### src/rtl/od_pkg.sv
// od_pkg: shared FSM state type and default sizes for od_sequencer.
// Also holds the saturating fill-count helper.
package od_pkg;

    localparam int OD_ADDR_W = 8;
    localparam int OD_DATA_W = 16;
    localparam int OD_WIN    = 8;
    localparam int OD_CNT_W  = 8;

    typedef enum logic [2:0] {
        ST_IDLE,
        ST_FETCH,
        ST_WAIT_DATA,
        ST_START,
        ST_COMPUTE
    } od_state_t;

    function automatic logic [OD_CNT_W-1:0] sat_inc(
        input logic [OD_CNT_W-1:0] v,
        input logic [OD_CNT_W-1:0] lim
    );
        return (v >= lim) ? lim : v + OD_CNT_W'(1);
    endfunction

endpackage

### src/rtl/od_req_edge.sv
// od_req_edge: synchronizes new_number and emits one pulse per rising edge.
// OD_SEQUENCER_DEBOUNCE_EN adds a DEB_CYC stability filter before the edge detect.
module od_req_edge
    import od_pkg::*;
`ifdef OD_SEQUENCER_DEBOUNCE_EN
#(
    parameter int DEB_CYC = 4
)
`endif
(
    input  logic clk,
    input  logic reset,
    input  logic i_level,
    output logic o_req
);

    logic r_sync1;
    logic r_sync2;
    logic r_prime1;
    logic r_prime2;
    logic r_armed;
    logic r_prev;
    logic w_level;

    // two-flop synchronizer plus a chain marking when r_sync2 holds a real sample
    always_ff @(posedge clk) begin
        if (reset) begin
            r_sync1  <= 1'b0;
            r_sync2  <= 1'b0;
            r_prime1 <= 1'b0;
            r_prime2 <= 1'b0;
        end else begin
            r_sync1  <= i_level;
            r_sync2  <= r_sync1;
            r_prime1 <= 1'b1;
            r_prime2 <= r_prime1;
        end
    end

`ifdef OD_SEQUENCER_DEBOUNCE_EN
    localparam logic [OD_CNT_W-1:0] LP_DEB_LAST = OD_CNT_W'(DEB_CYC - 1);

    logic [OD_CNT_W-1:0] r_deb_cnt;
    logic                r_deb_lvl;

    // accept a new level only after DEB_CYC consecutive cycles of it
    always_ff @(posedge clk) begin
        if (reset) begin
            r_deb_cnt <= '0;
            r_deb_lvl <= 1'b0;
        end else if (r_sync2 == r_deb_lvl) begin
            r_deb_cnt <= '0;
        end else if (r_deb_cnt == LP_DEB_LAST) begin
            r_deb_cnt <= '0;
            r_deb_lvl <= r_sync2;
        end else begin
            r_deb_cnt <= r_deb_cnt + OD_CNT_W'(1);
        end
    end

    assign w_level = r_deb_lvl;
`else
    assign w_level = r_sync2;
`endif

    // arm only after a genuine low, so a level held through reset is no edge
    always_ff @(posedge clk) begin
        if (reset) begin
            r_armed <= 1'b0;
            r_prev  <= 1'b0;
        end else begin
            if (r_prime2 && !r_sync2) r_armed <= 1'b1;
            r_prev <= w_level;
        end
    end

    assign o_req = r_armed & w_level & ~r_prev;

endmodule

### src/rtl/od_sequencer.sv
// od_sequencer: fetches one sample per request, runs the outlier core, qualifies flag.
// Optional debounce on new_number: define OD_SEQUENCER_DEBOUNCE_EN.
module od_sequencer
    import od_pkg::*;
#(
    parameter int ADDR_W  = OD_ADDR_W,
    parameter int DATA_W  = OD_DATA_W,
    parameter int WIN     = OD_WIN,
    parameter int DEB_CYC = 4
)(
    input  logic              clk,
    input  logic              reset,
    input  logic              new_number,
    output logic              rd_en,
    output logic [ADDR_W-1:0] rd_addr,
    input  logic [DATA_W-1:0] rd_data,
    input  logic              rd_valid,
    output logic              core_start,
    output logic [DATA_W-1:0] core_sample,
    input  logic              core_done,
    input  logic              core_outlier,
    output logic              flag,
    output logic              busy,
    output logic              warm,
    output logic              overrun
);

    localparam logic [OD_CNT_W-1:0] LP_WIN = OD_CNT_W'(WIN);

    if (WIN < 2 || WIN > 255 || DEB_CYC < 1 || DEB_CYC > 255) begin : g_param_check
        $error("od_sequencer: WIN or DEB_CYC out of range");
    end

    od_state_t           r_state;
    od_state_t           w_next;
    logic                w_req;
    logic                w_done;
    logic [OD_CNT_W-1:0] r_fill;
    logic [OD_CNT_W-1:0] w_fill_next;
    logic [ADDR_W-1:0]   r_addr;
    logic [DATA_W-1:0]   r_sample;
    logic                r_flag;
    logic                r_overrun;

`ifdef OD_SEQUENCER_DEBOUNCE_EN
    od_req_edge #(
        .DEB_CYC (DEB_CYC)
    ) u_req (
        .clk     (clk),
        .reset   (reset),
        .i_level (new_number),
        .o_req   (w_req)
    );
`else
    od_req_edge u_req (
        .clk     (clk),
        .reset   (reset),
        .i_level (new_number),
        .o_req   (w_req)
    );
`endif

    // state register
    always_ff @(posedge clk) begin
        if (reset) r_state <= ST_IDLE;
        else       r_state <= w_next;
    end

    // next state and the one-cycle strobes
    always_comb begin
        w_next     = r_state;
        rd_en      = 1'b0;
        core_start = 1'b0;
        w_done     = 1'b0;
        unique case (r_state)
            ST_IDLE: begin
                if (w_req) w_next = ST_FETCH;
            end
            ST_FETCH: begin
                rd_en  = 1'b1;
                w_next = ST_WAIT_DATA;
            end
            ST_WAIT_DATA: begin
                if (rd_valid) w_next = ST_START;
            end
            ST_START: begin
                core_start = 1'b1;
                w_next     = ST_COMPUTE;
            end
            ST_COMPUTE: begin
                if (core_done) begin
                    w_done = 1'b1;
                    w_next = ST_IDLE;
                end
            end
            default: w_next = ST_IDLE;
        endcase
    end

    assign w_fill_next = sat_inc(r_fill, LP_WIN);

    // per-transaction bookkeeping: sample, address, fill count, verdict, overrun
    always_ff @(posedge clk) begin
        if (reset) begin
            r_sample  <= '0;
            r_addr    <= '0;
            r_fill    <= '0;
            r_flag    <= 1'b0;
            r_overrun <= 1'b0;
        end else begin
            if (r_state == ST_WAIT_DATA && rd_valid) r_sample <= rd_data;
            if (w_done) begin
                r_addr <= r_addr + ADDR_W'(1);
                r_fill <= w_fill_next;
                if (w_fill_next == LP_WIN) r_flag <= core_outlier;
            end
            if (w_req && r_state != ST_IDLE) r_overrun <= 1'b1;
        end
    end

    assign rd_addr     = r_addr;
    assign core_sample = r_sample;
    assign flag        = r_flag;
    assign overrun     = r_overrun;
    assign busy        = (r_state != ST_IDLE);
    assign warm        = (r_fill == LP_WIN);

endmodule

### config.mk
export PLATFORM = sky130hd
export DESIGN_NAME = od_sequencer
export DESIGN_NICKNAME = d
export VERILOG_FILES = /design/src/rtl/od_pkg.sv /design/src/rtl/od_req_edge.sv /design/src/rtl/od_sequencer.sv
export SDC_FILE = /design/constraint.sdc
export NUM_CORES = 1
export LEC_CHECK = 0
export ABC_AREA = 0
export CAP_MARGIN = 20
export CELL_PAD_IN_SITES_DETAIL_PLACEMENT = 1
export CELL_PAD_IN_SITES_GLOBAL_PLACEMENT = 1
export CORE_ASPECT_RATIO = 0.5
export CORE_UTILIZATION = 33
export CTS_CLUSTER_DIAMETER = 40
export DETAILED_ROUTE_END_ITERATION = 10
export PLACE_DENSITY = 0.83
export SYNTH_ARGS = -nofsm -noshare
export SYNTH_HDL_FRONTEND = slang
export SYNTH_HIERARCHICAL = 1
export SYNTH_SLANG_ARGS = --single-unit
### constraint.sdc
create_clock -name clk -period 1.7 [get_ports clk]
set_input_delay 0.255 -clock clk [delete_from_list [all_inputs] [get_ports clk]]
set_output_delay 0.255 -clock clk [all_outputs]
set_load 0.01 [all_outputs]
# Word level (Yosys, flattened, before mapping)
# Index checks and enable logic that the tools add are counted.
# classes
bitwise,3
muxes,10
n_reduce_logical,8
add_sub_neg,2
magnitude_cmp,1
n_eq_ne,9
# op_table
operator,count
$add A8 B1 Y8 const B,2
$eq A8 B4 Y1 const B,2
$pmux W3 S5,1
$mux W3,3
$ge A8 B4 Y1 const B,1
$mux W8,1
$eq A3 B2 Y1 const B,2
$ne A2 B2 Y1 const B,3
$mux W1,5
$eq A3 B1 Y1 const B,1
$eq A3 B3 Y1 const B,1
$logic_and A1 B1 Y1,3
$logic_not A3 Y1,1
$reduce_and A3 Y1,1
$reduce_bool A3 Y1,1
$and A1 B1 Y1,2
$reduce_and A2 Y1,1
$logic_not A1 Y1,1
$not A1 Y1,1
# word_totals
wordCells,45
register_bits,43
input_bits,22
out_inout_bits,30

# Depth between registers and ports, before layout
# Gate-level depths: netlist of run 1.
# logic_depth
ltp_word,4
mapped_depth,7
mapped_depth_nobuf,5

# Modules after synthesis
# Netlist of run 1, hierarchy kept.
# modules_own_cells
mod,seq_area_each_um2,area_per_inst_um2,cells_each,instances
od_sequencer,740.7,1495.2,170,1
od_req_edge,120.1,180.2,15,1

# Worst setup path after synthesis of run 1
# OpenSTA, ideal clock, no wires.
# synth_path
kind,register to output
start,reg r_fill[4]
end,out warm
path_stages_with_launch,3
n_path_buf,0
required_time_ns,1.445
path_slack_ns,0.267
arrival_time_ns,1.178
cell_sequence,dfxtp_1 > or4_4 > nor3_1
# synth_between
elab_chain_len,1
# synth_lines
item,line_no,text
from (decl),od_sequencer.sv:38,logic [OD_CNT_W-1:0] r_fill;
from (signal assigned),od_sequencer.sv:114,r_fill <= w_fill_next;
$eq A8 B4 Y1,od_sequencer.sv:126,assign warm = (r_fill == LP_WIN);
to (decl),od_sequencer.sv:24,"output logic warm,"
# Every way passes these cells.

# Worst setup path in the final report of run 1
# Same ends and word-level chain as after synthesis.

==> results of run 1 <==
==> worst max-delay path by stage <==
| stage | endpoint | slack, ps |
|---|---|---|
| 2_1_floorplan | warm | 270 |
| 3_5_place_dp | warm | -130 |
| 5_1_grt | warm | -10 |
| 3_3_place_gp | warm | -120 |
| 6_report | warm | 40 |
| 4_1_cts | core_start | 4 |
==> synth_stat cells, types with 3 or more instances <==
master	n
inv_1	3
nand2_1	39
nand2b_1	3
dfxtp_1	43
xor2_1	6
a21oi_1	20
and2b_2	4
nor3_1	3
nor2_1	17
clkbuf_1	4
nand4_1	4
ha_1	3
buf_2	6
and2_1	3
==> state kept, by name, summed over array words and instances (netlist names), 3 cells and up <==
name	count
core_sample	16
r_fill	8
r_state	3
rd_addr	8
==> kinds of logic (layout without fill, tap and decap cells) <==
kind of cell,after synthesis,count (layout),share of synthesized area
buffers and inverters,14,75,0.0381
multiplexers,1,1,0.00597
XOR/XNOR,8,8,0.0418
AO/OA/AOI/OAI,26,26,0.0889
adder cells (fa/ha/maj),3,3,0.0224
AND/OR/NAND/NOR,90,90,0.289
flip-flops,43,43,0.514
==> repair_timing <==
item | in CTS | in global routing
setup buffers | 0 | 2
resized for setup | 11 | 1
setup endpoints to repair | 4 | 2
pin swaps | 1 | 0
==> area by class of cell <==
cell class	count	area [um2]	area share
sequential	43	868	0.357
multi-input combinational	128	756	0.311
timing repair buffer	64	616	0.253
clock buffer	8	100	0.0411
tap	66	82.6	0.0339
inverter	3	11.3	0.00463
==> layer usage <==
| metal | wire [um] | GRT usage | part of all wire |
|---|---|---|---|
| met1 | 1870 | 0.195 | 0.46 |
| met2 | 2060 | 0.308 | 0.50 |
| met3 | 122 | 0.0400 | 0.030 |
| met4 | 52 | 0.0563 | 0.013 |
| met5 | 0 | 0 | 0 |
==> metrics by stage <==
step | setup TNS [ps] | worst slack [ps] | std cells | hold slack (ps)
finish | 0 | 37.8 | 312 | 456
global route | -11.9 | -11.9 | 312 | 479
CTS | 0 | 3.81 | 310 | 458
detailed placement | -127 | -127 | 302 | 443
global placement | -115 | -115 | 302 | 434
floorplan | 0 | 267 | 185 | 330
==> report_power, final <==
part           internal (mW)  total (mW)  switching [mW]
Clock                  0.371       0.705           0.334
Sequential              1.01        1.02         0.00482
Combinational         0.0648      0.0996          0.0348
Total                   1.45        1.82           0.373
==> summary.txt, run 1 <==
STA
  – Period utilisation layout: 0.978
  – Relative slew slack: 0.730
  – Fmax: 0.602 GHz
  – RSZ-0062 raised after global routing: yes
  – Final slew viol count: 0
  – Min cycle time layout: 1660 ps
  – Endpoints failing hold: 0
  – Pin slew with the least headroom to its limit: 395 ps
  – Skew final: 5.14 ps
  – Final setup viols: 0

Logic synthesis
  – Cells after synthesis: 185
  – Top cell type's share of synthesized area: 0.514
  – Yosys Warn Count: 6
  – Ys flop type: dfxtp_1
  – Register area share after synthesis: 0.514
  – Post-synth ARST share: 0
  – Library cells used by synthesis: 37
  – Top post-synthesis cells by area: dfxtp_1 51%, nand2_1 8.7%, a21oi_1 6.0%, nor2_1 3.8%, xor2_1 3.1%
  – Largest area contributor in the netlist: dfxtp_1
  – Synthesized Nets: 210
  – Post-Syn Area: between 1500 and 2000 um2
  – Synthesized area per cell: around 9.1 um2
  – Post-synth EDFFs: 0
  – Yosys reg bits: 43

Worst setup path
  – CP Class: register to output port
  – Flop-to-flop setup slack: 80 ps
  – Crit Reg-Reg Endpoint: flag
  – Critical path's top delay family: simple AND/OR/NAND/NOR gates
  – CP bufs+invs: 1
  – Critical path required time: 1440 ps
  – CP Max Fanout: 2
  – Worst reg2reg path depth: 4
  – Worst Setup SP: r_fill[4]
  – Max incr delay on CP: roughly 540 ps
  – Data arrival, critical path: 1410 ps
  – Crit-path cells: or4_4 > nor3_2 > buf_2
  – Critical Path Start Type: register
  – Critical-path top delay cell: or4_4
  – Levels on crit path: 3
  – CP Capture Type: output port
  – RR Startpoint: r_fill[4]

Drt
  – WL/cell: 13.1 um
  – Post-DRT Antenna Nets: 0
  – Drt first pass iters: 3
  – Vias: 1435
  – DRT Wirelength: 4100 um
  – DR vias/cell: 4.60
  – DRC viols: 0
  – Initial DRC count: 22

Global route
  – Initial antenna violation count: 0
  – First-pass GRT wire length: 6710 um
  – Vias in the first global route: 1415
  – GRT overflow: 0
  – Tot GR Track Use: 0.168
  – Largest net degree at the start of global routing: 17

Clocking
  – H-tree lvl count: 2
  – TritonCTS clock tree: yes
  – CTS Hold Bufs: 0
  – Clk slew on worst S/H paths: 80 ps
  – # clock sinks: 43
  – Clock buffers created by TritonCTS: 5
  – Clk buf depth: 2
  – Clock root buffer: clkbuf_8
  – Worst-Skew Late Latency: ~290 ps

Pwr
  – Leakage: between 0.9 and 1 nW
  – PD cells: 749 nW/um2
  – Total Power: approximately 1.8 mW
  – Max IR drop VDD: about 0.00052 V

Layout
  – Fin util: 0.525
  – # diodes: 0
  – Final Cell Area: around 2400 um2
  – Commonest cells after routing, fill and taps aside: 47 x clkdlybuf4s50_1, 41 x dfxtp_1, 39 x nand2_1, 20 x a21oi_1, 17 x nor2_1
  – Final net count: 270
  – Most common cell after layout, fill and taps aside: clkdlybuf4s50_1
  – # fillers: roughly 550
  – Area Overhead vs Synth: 45.3%
  – Fraction of layout cells with a size suffix above 1: 0.138

Outcome
  – Status: complete, no violations

Die
  – Die W: 103 um
  – Die height: approximately 52 um
  – Die Area: 5380 um2
  – Num rows: 17
  – Core area: 4640 um2
  – IO Pins: 52
  – Starting Density: 0.361

Job
  – Max Cap Viol: 0

Place
  – Hpwl dp: 3010 um
  – Dpl cell area: 2310 um2
  – I/O Buffers: 51
  – Routability cong.: 0.742

Hold path
  – Hold depth: 1
  – Worst Hold Path EP: u_req/r_sync2
  – Worst hold start: u_req/r_sync1
  – Worst hold path type: register to register
(Power assumes the default switching activity.)
==> inputs of run 2 (changes only) <==
PLACE_DENSITY = 0.84   (was 0.83)
SYNTH_HIERARCHICAL = default   (was 1)
==> run 2 against run 1 <==
Utilization shrank 0.71 points; non-clock buffer count shrank 3; die area down 1.4%; total power about the same; the flow now finishes with violations (setup timing); count of clock-buffer cells in the layout unchanged; clock power is essentially flat; synthesized area decreased by 1.4%; via count up 2.6%; flip-flop and latch count is the same; sequential power about the same; largest power group unchanged; highest routed layer unchanged; critical path type unchanged; first-iteration DRC count is 82% higher; combinational power decreased by 3.4%.
==> summary.txt, run 2 <==
Outcome
  – Status: complete, but fails checks
  – Failing checks: setup timing

Drt
  – DR vias/cell: 4.77
  – Drt first pass iters: 4
  – Initial DRC count: 40
  – DRT Wirelength: 4250 um
  – DRC viols: 0
  – WL/cell: between 10 and 15 um
  – Post-DRT Antenna Nets: 0
  – Vias: approximately 1500

Die
  – Die height: 52.0 um
  – IO Pins: 52
  – Die Area: 5310 um2
  – Num rows: 17
  – Starting Density: 0.359
  – Die W: between 100 and 150 um
  – Core area: between 4000 and 5000 um2

Worst setup path
  – Critical path required time: 1440 ps
  – Crit-path cells: or4_4 > nor3_2 > buf_2
  – CP Max Fanout: 2
  – CP Class: register to output port
  – RR Startpoint: r_fill[4]
  – Flop-to-flop setup slack: 100 ps
  – CP Capture Type: output port
  – Data arrival, critical path: ~1500 ps
  – Critical-path top delay cell: or4_4
  – Critical Path Start Type: register
  – Max incr delay on CP: 540 ps
  – Worst Setup SP: r_fill[4]

STA
  – Final setup viols: 1
  – Min cycle time layout: around 1700 ps
  – Setup TNS: -12.9 ps
  – RSZ-0062 raised after global routing: yes
  – Final slew viol count: 0
  – Fmax: 0.584 GHz
  – WHS: 447 ps
  – Pin slew with the least headroom to its limit: 273 ps
  – Final WS setup: -12.9 ps
  – Relative slew slack: 0.815
  – Skew final: roughly 5.1 ps
  – Period utilisation layout: 1.01
  – Endpoints failing hold: 0

Layout
  – # diodes: 0
  – Commonest cells after routing, fill and taps aside: 47 x clkdlybuf4s50_1, 41 x nand2_1, 40 x dfxtp_1, 22 x a21oi_1, 17 x nor2_1
  – Final net count: 267
  – Fraction of layout cells with a size suffix above 1: 0.119
  – Area Overhead vs Synth: 44.0%
  – Max reg flops: 16
  – Most common cell after layout, fill and taps aside: clkdlybuf4s50_1

Global route
  – Routing usage on met3: 0.0618
  – GRT overflow: 0
  – Initial antenna violation count: 0
  – First-pass GRT wire length: 7090 um
  – GR peak layer: met2
  – Met2 Usage GRT: 0.336
  – Largest net degree at the start of global routing: 28
  – Vias in the first global route: ~1500
  – GRT met1 Usage: 0.189
  – Tot GR Track Use: 0.178

Logic synthesis
  – Largest area contributor in the netlist: dfxtp_1
  – Post-synth EDFFs: 0
  – Synthesized area per cell: just under 9 um2
  – Ys flop type: dfxtp_1
  – Compound-cell area share of the yosys netlist: 0.0902
  – Simple-gate share of the synthesized area: 0.277
  – Yosys reg bits: 43
  – Adder-cell share of the synthesized area: 0.0227
  – Xor/xnor share of the synthesized area: 0.0424
  – Main combinational cell family by area after synthesis: simple AND/OR/NAND/NOR gates
  – Post-synth ARST share: 0
  – Register area share after synthesis: 0.521
  – Cells after synthesis: 185
  – Synthesized Nets: 210
  – Top cell type's share of synthesized area: 0.521
  – Mux contribution to synthesized area: 0.00606
  – Yosys Warn Count: 0
  – Top-count cell post-synth: dfxtp_1
  – Post-Syn Area: 1650 um2
  – Library cells used by synthesis: 34
  – Post-synth top cells: 43 x dfxtp_1, 41 x nand2_1, 22 x a21oi_1, 17 x nor2_1
  – Top post-synthesis cells by area: dfxtp_1 52%, nand2_1 9.3%, a21oi_1 6.7%, nor2_1 3.9%, xor2_1 3.2%

Pwr
  – Max IR drop VDD: 0.000387 V
  – PD cells: 765 nW/um2
  – Leakage: 0.911 nW

Clocking
  – # clock sinks: 43
  – Clock root buffer: clkbuf_8
  – CTS Hold Bufs: 0
  – Clock buffers created by TritonCTS: 5
  – Clk slew on worst S/H paths: approximately 80 ps
  – Clk buf depth: 2
  – H-tree lvl count: 2
  – Worst-Skew Late Latency: 290 ps
  – TritonCTS clock tree: yes

Place
  – Routability cong.: 0.732
  – Hpwl dp: 3090 um
  – I/O Buffers: 51

Job
  – Max Cap Viol: 0

Hold path
  – Worst hold path type: register to register
  – Worst hold start: u_req.r_sync1
[run 2: changes by cell type in the layout (fill, tap and decap cells not counted), moves of 2 or more]
| cell | previous run | this run |
|---|---|---|
| dfxtp_2 | 0 | 2 |
| buf_4 | 12 | 10 |
| and3_1 | 2 | 5 |
| nand2_1 | 39 | 41 |
| nor2b_1 | 1 | 3 |
| and2b_2 | 4 | 0 |
| a21oi_1 | 20 | 22 |
| nand2b_1 | 3 | 0 |
| and2_1 | 3 | 0 |
[run 2: final timing paths]
path,end,cells after the start
setup / recovery,warm,3
hold / removal,u_req.r_sync2,1
setup reg to reg,r_fill[2],5
hold reg to reg,u_req.r_sync2,1
[run 2: layer usage]
metal | up-vias | wire [um]
li1 | 726 | -
met1 | 712 | 1800
met2 | 28 | 2220
met3 | 7 | 185
met4 | 0 | 48
met5 | - | 0
[run 2: logic make-up after synthesis]
logic type / count (synthesis)
muxes: 1
adders and majority gates: 3
xor gates and xnor gates: 8
DFF: 43
buffers and inverters: 15
AOI/OAI and AO/OA: 27
and+or+nand+nor: 88
[run 2: critical path, delay by kind of cell (launching register included)]
family	cells	cell delay [ps]
buf+inv	1	160
flops	1	320
simple gates	2	690
[run 2: stage by stage]
step | power [mW] | area (um2) | worst slack [ps] | std cells | util
after global placement | 1.14 | 2270 | -96.6 | 301 | 0.493
after detailed placement | 1.14 | 2270 | -135 | 301 | 0.493
after CTS | 1.84 | 2370 | 0.200 | 309 | 0.517
final | 1.82 | 2380 | -12.9 | 309 | 0.518
after floorplan | 1.07 | 1650 | 267 | 185 | -
after global routing | 1.90 | 2380 | -40.7 | 309 | 0.518
[run 2: what timing repair did]
item                       in CTS  in global routing
setup buffers                   0                  0
setup endpoints to repair       4                  2
pin swaps                       1                  0
gates cloned                    0                  0
gates resized for setup        10                  3
[run 2: layout make-up]
| cell class | count | area (um2) |
|---|---|---|
| clock buffer | 8 | 100 |
| timing repair buffer | 61 | 581 |
| fill | 560 | 2220 |
| inverter | 4 | 15.0 |
| multi-input combinational | 127 | 733 |
| tap | 66 | 82.6 |
| sequential | 43 | 867 |
[run 2: where the power goes]
| group | leakage (nW) | total (mW) | switching [mW] | internal [mW] |
|---|---|---|---|---|
| Clock | 0.0515 | 0.704 | 0.333 | 0.371 |
| Sequential | 0.350 | 1.02 | 0.00523 | 1.01 |
| Combinational | 0.510 | 0.0962 | 0.0359 | 0.0603 |
| Total | 0.911 | 1.82 | 0.375 | 1.45 |
